## src/rtl/wowi_flip_master_if.sv

```systemverilog
// Word-wide st_read/st_write/ready bus between the flip master and the byte-serialising adapter.
interface wowi_flip_master_if #(
    parameter int unsigned DATA_WIDTH = 8,
    parameter int unsigned WORD_BYTES = 2,
    parameter int unsigned ADDR_WIDTH = 8
);
    logic                             st_read;
    logic                             st_write;
    logic [ADDR_WIDTH-1:0]            base_addr;
    logic [WORD_BYTES*DATA_WIDTH-1:0] write_data;
    logic [WORD_BYTES*DATA_WIDTH-1:0] read_data;
    logic                             ready;

    modport master (
        output st_read,
        output st_write,
        output base_addr,
        output write_data,
        input  read_data,
        input  ready
    );

    modport slave (
        input  st_read,
        input  st_write,
        input  base_addr,
        input  write_data,
        output read_data,
        output ready
    );
endinterface

```

## src/rtl/wowi_flip_master.sv

```systemverilog
// Copies num_words words from src_base to dst_base, reversing the byte order of each word,
// by alternating one word read and one word write on the adapter bus.
module wowi_flip_master #(
    parameter int unsigned DATA_WIDTH = 8,
    parameter int unsigned WORD_BYTES = 2,
    parameter int unsigned ADDR_WIDTH = 8
) (
    input  logic                  clk,
    input  logic                  rst_n,
    input  logic                  start_i,
    input  logic [ADDR_WIDTH-1:0] src_base_i,
    input  logic [ADDR_WIDTH-1:0] dst_base_i,
    input  logic [ADDR_WIDTH-1:0] num_words_i,
    output logic                  busy_o,
    output logic                  done_o,
    wowi_flip_master_if.master    bus
);
    localparam int unsigned WordWidth = WORD_BYTES * DATA_WIDTH;
    localparam logic [ADDR_WIDTH-1:0] WordStride = ADDR_WIDTH'(WORD_BYTES);

    typedef enum logic [2:0] {
        StIdle,
        StRdReq,
        StRdWait,
        StRdCap,
        StWrReq,
        StWrWait,
        StDone
    } state_e;

    state_e                state_q, state_d;
    logic [ADDR_WIDTH-1:0] src_q, src_d;
    logic [ADDR_WIDTH-1:0] dst_q, dst_d;
    logic [ADDR_WIDTH-1:0] num_q, num_d;
    logic [ADDR_WIDTH-1:0] idx_q, idx_d;
    logic [ADDR_WIDTH-1:0] addr_q, addr_d;
    logic [WordWidth-1:0]  wdata_q, wdata_d;
    logic                  busy_q, busy_d;
    logic                  done_q, done_d;
    logic                  st_read_q, st_read_d;
    logic                  st_write_q, st_write_d;
    logic [WordWidth-1:0]  flipped;

    always_comb begin
        flipped = '0;
        for (int k = 0; k < int'(WORD_BYTES); k++) begin
            flipped[k*DATA_WIDTH +: DATA_WIDTH] =
                bus.read_data[(int'(WORD_BYTES) - 1 - k)*DATA_WIDTH +: DATA_WIDTH];
        end
    end

    always_comb begin
        state_d = state_q;
        src_d   = src_q;
        dst_d   = dst_q;
        num_d   = num_q;
        idx_d   = idx_q;
        addr_d  = addr_q;
        wdata_d = wdata_q;
        // busy stays high through DONE and the cycle that leaves it
        busy_d  = (state_q != StIdle);
        done_d  = 1'b0;

        unique case (state_q)
            StIdle: begin
                if (start_i) begin
                    src_d  = src_base_i;
                    dst_d  = dst_base_i;
                    num_d  = num_words_i;
                    idx_d  = '0;
                    busy_d = 1'b1;
                    if (num_words_i == '0) begin
                        state_d = StDone;
                    end else begin
                        state_d = StRdReq;
                        addr_d  = src_base_i;
                    end
                end
            end
            StRdReq: state_d = StRdWait;
            StRdWait: begin
                if (bus.ready) state_d = StRdCap;
            end
            StRdCap: begin
                // The last byte lane lands on the ready edge, so capture one cycle later.
                wdata_d = flipped;
                addr_d  = dst_q + idx_q * WordStride;
                state_d = StWrReq;
            end
            StWrReq: state_d = StWrWait;
            StWrWait: begin
                if (bus.ready) begin
                    idx_d = idx_q + 1'b1;
                    if (idx_d == num_q) begin
                        state_d = StDone;
                    end else begin
                        state_d = StRdReq;
                        addr_d  = src_q + idx_d * WordStride;
                    end
                end
            end
            StDone: begin
                done_d  = 1'b1;
                state_d = StIdle;
            end
            default: state_d = StIdle;
        endcase

        st_read_d  = (state_d == StRdReq);
        st_write_d = (state_d == StWrReq);
    end

    always_ff @(posedge clk or negedge rst_n) begin
        if (!rst_n) begin
            state_q    <= StIdle;
            src_q      <= '0;
            dst_q      <= '0;
            num_q      <= '0;
            idx_q      <= '0;
            addr_q     <= '0;
            wdata_q    <= '0;
            busy_q     <= 1'b0;
            done_q     <= 1'b0;
            st_read_q  <= 1'b0;
            st_write_q <= 1'b0;
        end else begin
            state_q    <= state_d;
            src_q      <= src_d;
            dst_q      <= dst_d;
            num_q      <= num_d;
            idx_q      <= idx_d;
            addr_q     <= addr_d;
            wdata_q    <= wdata_d;
            busy_q     <= busy_d;
            done_q     <= done_d;
            st_read_q  <= st_read_d;
            st_write_q <= st_write_d;
        end
    end

    assign busy_o         = busy_q;
    assign done_o         = done_q;
    assign bus.st_read    = st_read_q;
    assign bus.st_write   = st_write_q;
    assign bus.base_addr  = addr_q;
    assign bus.write_data = wdata_q;
endmodule

```

## src/flat_wrapper.sv

```systemverilog
// flat-port wrapper written by rule: the top's interface ports become plain ports
module wowi_flip_master_flat 
#(
    parameter int unsigned DATA_WIDTH = 8,
    parameter int unsigned WORD_BYTES = 2,
    parameter int unsigned ADDR_WIDTH = 8
)
  (clk, rst_n, start_i, src_base_i, dst_base_i, num_words_i, busy_o, done_o, bus_st_read, bus_st_write, bus_base_addr, bus_write_data, bus_read_data, bus_ready);
  wowi_flip_master_if #(.DATA_WIDTH(DATA_WIDTH), .WORD_BYTES(WORD_BYTES), .ADDR_WIDTH(ADDR_WIDTH)) bus_i ();
  input  logic clk;
  input  logic rst_n;
  input  logic start_i;
  input  logic [ADDR_WIDTH-1:0] src_base_i;
  input  logic [ADDR_WIDTH-1:0] dst_base_i;
  input  logic [ADDR_WIDTH-1:0] num_words_i;
  output logic busy_o;
  output logic done_o;
  output wire logic [$bits(bus_i.st_read)-1:0] bus_st_read;
  output wire logic [$bits(bus_i.st_write)-1:0] bus_st_write;
  output wire logic [$bits(bus_i.base_addr)-1:0] bus_base_addr;
  output wire logic [$bits(bus_i.write_data)-1:0] bus_write_data;
  input wire logic [$bits(bus_i.read_data)-1:0] bus_read_data;
  input wire logic [$bits(bus_i.ready)-1:0] bus_ready;
  assign bus_st_read = bus_i.st_read;
  assign bus_st_write = bus_i.st_write;
  assign bus_base_addr = bus_i.base_addr;
  assign bus_write_data = bus_i.write_data;
  assign bus_i.read_data = bus_read_data;
  assign bus_i.ready = bus_ready;
  wowi_flip_master #(.DATA_WIDTH(DATA_WIDTH), .WORD_BYTES(WORD_BYTES), .ADDR_WIDTH(ADDR_WIDTH)) u_core (.clk(clk), .rst_n(rst_n), .start_i(start_i), .src_base_i(src_base_i), .dst_base_i(dst_base_i), .num_words_i(num_words_i), .busy_o(busy_o), .done_o(done_o), .bus(bus_i));
endmodule
```

## config.mk

```make
export PLATFORM = sky130hd
export DESIGN_NAME = wowi_flip_master_flat
export DESIGN_NICKNAME = d
export VERILOG_FILES = /design/src/rtl/wowi_flip_master_if.sv /design/src/rtl/wowi_flip_master.sv /design/src/flat_wrapper.sv
export SDC_FILE = /design/constraint.sdc
export NUM_CORES = 1
export LEC_CHECK = 0
export CORE_UTILIZATION = 55
export CTS_BUF_LIST = sky130_fd_sc_hd__clkbuf_2
export DETAILED_ROUTE_END_ITERATION = 6
export DONT_BUFFER_PORTS = 1
export PLACE_DENSITY = 0.74
export SLEW_MARGIN = 30
export SYNTH_ARGS = -nofsm -noshare
export SYNTH_HDL_FRONTEND = slang
export SYNTH_SLANG_ARGS = --single-unit
```

## constraint.sdc

```tcl
create_clock -name clk -period 2.4 [get_ports clk]
set_input_delay 0.72 -clock clk [delete_from_list [all_inputs] [get_ports clk]]
set_output_delay 0.72 -clock clk [all_outputs]
set_load 0.05 [all_outputs]
```

== Word level (Yosys, flattened, before mapping) ==
Index checks and enable logic that the tools add are counted.
Cells by class
  add/sub/neg operators: 3
  equality and inequality tests: 13
  multiplexer cells: 17
  reduce and logical (&&, ||, !) cells: 8
Operators by type and width (number)
  two-way mux 8 bit: 6
  case mux 8 bit (3 select lines): 1
  case mux 3 bit (6 select lines): 1
  adder 8 bit: 2
  case mux 8 bit (2 select lines): 1
  two-way mux 3 bit: 5
  equality test 3 bit, second input constant: 4
  adder 8 x 1 -> 8 bit, second input constant: 1
  equality test 8 bit: 1
  logical NOT 8 bit: 1
  != test 2 bit, second input constant: 4
  equality test 3 x 1 -> 1 bit, second input constant: 2
  equality test 3 x 2 -> 1 bit, second input constant: 2
  nonzero test 3 bit: 2
  AND reduction 5 bit: 1
  logical NOT 3 bit: 1
  two-way mux 1 bit: 3
  AND reduction 3 bit: 1
  AND reduction 2 bit: 1
  nonzero test 2 bit: 1
Storage, ports and cells
  flip-flop bits (word level): 63
  bits of input ports: 44
  output and inout bits: 28
  word-level logic and storage cells: 52

== Depth between registers and ports, before layout ==
  depth in word-level cells: 6
  mapped depth: 10
  depth with buffers taken out: 10

== Worst setup path after synthesis ==
No wires, ideal clock.
  path kind: input-to-reg
  from: in num_words_i[5]
  to: reg u_core.addr_q[0], in the netlist u_core.bus.base_addr[0]
  arrival: 2420 ps
  data required time: 2275 ps
  path slack: -145 ps
  cell stages on the path: 6
  cells stage by stage: or4_1 nor2_1 and2b_2 nor3_1 a21oi_4 mux2_4
On the way
  longest elaborated chain between the ends: 3
RTL lines
  start: declaration: RTL line flat_wrapper.sv:15  | input logic [ADDR_WIDTH-1:0] num_words_i;
  logical NOT 8 bit: RTL line wowi_flip_master.sv:72  | if (num_words_i == '0) begin
  != test 2 bit (no source line)
  AND reduction 5 bit (no source line)
  end signal: assignment: RTL line wowi_flip_master.sv:132  | addr_q <= addr_d;
  end: declaration: RTL line wowi_flip_master.sv:36  | logic [ADDR_WIDTH-1:0] addr_q, addr_d;
Every way passes these cells.
A chain may end at the register's enable or synchronous reset.

== Worst setup path in the final report ==
  from: reg u_core.idx_q[0]
  to: reg u_core.state_q[0]
On the way
  longest elaborated chain between the ends: 5
RTL lines
  start: declaration: RTL line wowi_flip_master.sv:35  | logic [ADDR_WIDTH-1:0] idx_q, idx_d;
  start signal: assignment: RTL line wowi_flip_master.sv:131  | idx_q <= idx_d;
  adder 8 x 1 -> 8 bit: RTL line wowi_flip_master.sv:93  | idx_d = idx_q + 1'b1;
  equality test 8 bit: RTL line wowi_flip_master.sv:94  | if (idx_d == num_q) begin
  two-way mux 3 bit: RTL line wowi_flip_master.sv:94
  two-way mux 3 bit: RTL line wowi_flip_master.sv:92  | if (bus.ready) begin
  case mux 3 bit (6 select lines): RTL line wowi_flip_master.sv:64  | unique case (state_q)
  via u_core.state_d[0]: RTL line wowi_flip_master.sv:31  | state_e state_q, state_d;
  end signal: assignment: RTL line wowi_flip_master.sv:115  | state_q <= StIdle;
  end signal: assignment: RTL line wowi_flip_master.sv:127  | state_q <= state_d;
  end: declaration: RTL line wowi_flip_master.sv:31
The timed path passes the listed nets, and every way through them passes these cells.

==> impl_results.md <==
- Status: completed
- Clk pwr share: 0.120
- Count leader, synth: nand2_1
- IO Count: 72
- Ys async rst share: 1.00
- Post-Syn Area: 3440 um^2
- First-pass GRT wire length: 11600 um
- Overall Global Routing Usage: 0.241
- IR drop worst, VDD: 0.000758 V
- Die Y: 81.1 um
- Starting DRT DRC Count: 169
- Area contributors post-synth: dfrtp_1 (46%), nand2_1 (7.8%), mux2_2 (7.2%)
- Post-synth EDFFs: 0
- Area occupied by multi-input gates: 1810 um^2
- Via count: 2513
- Clk slew on worst S/H paths: 0.19 ns
- Post-DRT Antenna Nets: 0
- Root Driver: clkbuf_2
- Syn Area/Cell: 10.4 um^2
- Hold Vio Cnt, Final: 0
- Number of port buffers: 0
- M3 GR Usage: 0.0618
- Synth cell count leaders: nand2_1 (71), dfrtp_1 (63), o21ai_0 (23), mux2_2 (22), xnor2_1 (16)
- Initial antenna violation count: 0
- Yosys warnings: 0
- Critical path type: reg2reg
- Starting density of the core: 0.574
- Worst Setup SP: u_core.idx_q[0]
- Max Root-Sink Buffers: 2
- Gr busiest metal: met2
- 1st-pass router iterations: 4
- Switching power: 0.00246 W
- CTS buffer count: 9
- DIE AREA: 6570 um^2
- GR met1 Demand/Resource: 0.312
- Reg2reg path depth: 9
- Max_slew headroom: 0.575
- Reg area: 1580 um^2
- DR WL/cell: 16.7 um
- WL final: 7330 um
- Tot Pwr: 0.00527 W
- Area Growth Syn to Fin: 12.4%
- Vias in the first global route: 2433
- Worst hold path type: in2async
- Largest net degree at the start of global routing: 64
- P_int: 0.00280 W
- Post-route DRC: 0
- Crit path to: u_core.state_q[0]
- CP endpoint kind: flop
- Cells after Synth: 332
- Detailed placement HPWL: 5360 um
- CTS tree: yes
- Worst skew pair latency: 0.50 ns
- Antenna cells: 0
- Worst-margin pin slew: 0.636 ns
- Worst-path maximum fanout: 6
- Row Count: 28
- Synth unique cells: 55
- FF+latch count, synth: 63
- Worst r2r src: u_core.idx_q[0]
- Fill count: 476
- Switching share of power: 0.468
- Layout cells sized above 1: 0.282
- Flop pwr share: 0.505
- Remaining global-route overflow: 0
- Max Cap Violations: 0
- Post-synthesis net count: 391
- Dpl ws: -0.0609 ns
- Startpoint Class: flop
- Final worst slack: 0.141 ns
- Leading area contributor after synthesis: dfrtp_1
- Pwr dens: 1360 nW/um^2
- Final setup fails: 0
- Gpl congestion: 0.864
- Max Transition Viols Final: 0
- CP arrival: 2.67 ns
- Vias per Instance: 5.71
- Post-synth top area share: 0.459
- FMAX: 443 MHz
- NumNets Final: 419
- Primary FF master, synth: dfrtp_1
- Final worst-path cycle share: 0.941
- RSZ-0062 raised after global routing: false
- Min cycle time layout: 2.26 ns
- H-tree Lvls: 3
- Reg2Reg Setup Slack: 0.14 ns
- Comb power frac: 0.376
- Lkg Pwr: 1.82 nW
- Sequential-to-total area share from yosys stat: 0.459
- Worst EP required: 2.81 ns
- CTS sink count: 63
- Final Skew: 0.0259 ns
- Reg-to-Reg End: u_core.state_q[0]
- Die Wd: 81.1 um
- Core Area: 5990 um^2
- Met2 Use GR: 0.375
## worst max-delay path, stage by stage (launching register included)
cell and delay [ns]:
dfrtp_1 0.43, ha_2 0.22, buf_4 0.16, and3_1 0.14, mux2i_1 0.14, o2111ai_1 0.18, nor4_4 0.37, buf_4 0.21
nand2_1 0.05, a211o_1 0.28
## power by group through the flow
stage / Combinational (W) / Sequential (W) / Clock, W
finish: 0.00198 / 0.00266 / 0.000631
global route: 0.00221 / 0.00273 / 0.000691
CTS: 0.00196 / 0.00266 / 0.000652
detailed placement: 0.00193 / 0.00269 / 0
global placement: 0.00186 / 0.00268 / 0
floorplan: 0.00150 / 0.00257 / 0
## flip-flops by register name, summed over array words and instances (netlist names)
| register | flops |
|---|---|
| u_core.dst_q | 8 |
| u_core.done_o | 1 |
| u_core.bus.base_addr | 8 |
| u_core.bus.st_read | 1 |
| u_core.busy_o | 1 |
| u_core.idx_q | 8 |
| u_core.bus.st_write | 1 |
| u_core.bus.write_data | 16 |
| u_core.state_q | 3 |
| u_core.src_q | 8 |
| u_core.num_q | 8 |
## cells by family after synthesis
logic type                 Yosys count  synth area share
and+or+nand+nor                    117             0.164
AOI/OAI and AO/OA                   65             0.128
muxes                               30             0.104
buffers and inverters               20            0.0298
adders and majority gates           15            0.0590
xor gates and xnor gates            22            0.0560
DFF                                 63             0.459
## cells in the final DEF (no fill, tap or decap), types with 3 or more instances in the layout
master / count
clkbuf_2: 10
xor2_1: 6
mux2_2: 22
nor2b_1: 4
o21ai_0: 22
a22oi_1: 5
inv_1: 7
a211oi_1: 4
dfrtp_1: 62
nand2_1: 71
mux2_4: 6
o21bai_1: 4
clkinv_2: 3
nor2_1: 13
xnor2_1: 14
and2b_2: 4
a21oi_1: 7
nand3_2: 3
ha_1: 12
buf_4: 29
## area by class of cell
class                      count  share of cell area
multi-input combinational    249               0.469
sequential                    63               0.408
timing repair buffer          30              0.0634
tap                           75              0.0243
clock inverter                 6              0.0159
clock buffer                  10              0.0129
inverter                       7             0.00680
## what timing repair did
action / CTS / global route
endpoints found under the hold margin: 63 / 0
buffers inserted: 0 / 1
setup endpoints to repair: 0 / 4
hold buffers: 1 / 0
resized for setup: 0 / 11
## how the worst min path moves through the flow
stage,from,end,slack (ns),cells after the start
floorplan,rst_n,u_core.bus.base_addr[0],0.42,0
global placement,rst_n,u_core.src_q[4],0.43,0
detailed placement,rst_n,u_core.src_q[3],0.43,0
CTS,rst_n,u_core.bus.st_read,0.03,1
global route,rst_n,u_core.bus.st_read,0.05,1
finish,rst_n,u_core.bus.base_addr[7],0.06,1
## stage by stage
stage	cells	area, um^2	setup TNS (ns)	hold WS (ns)	utilization
floorplan	332	3450	0	0.424	-
global placement	422	3680	-0.265	0.427	0.614
detailed placement	422	3680	-0.441	0.427	0.614
CTS	439	3820	0	0.0313	0.637
global route	440	3870	0	0.0454	0.645
finish	440	3870	0	0.0570	0.645
## metal layers
metal	part of all wire	up-vias
met5	0	-
met4	0.019	0
met3	0.050	13
met2	0.48	70
met1	0.45	1215
li1	-	1215
(Power assumes the default switching activity.)
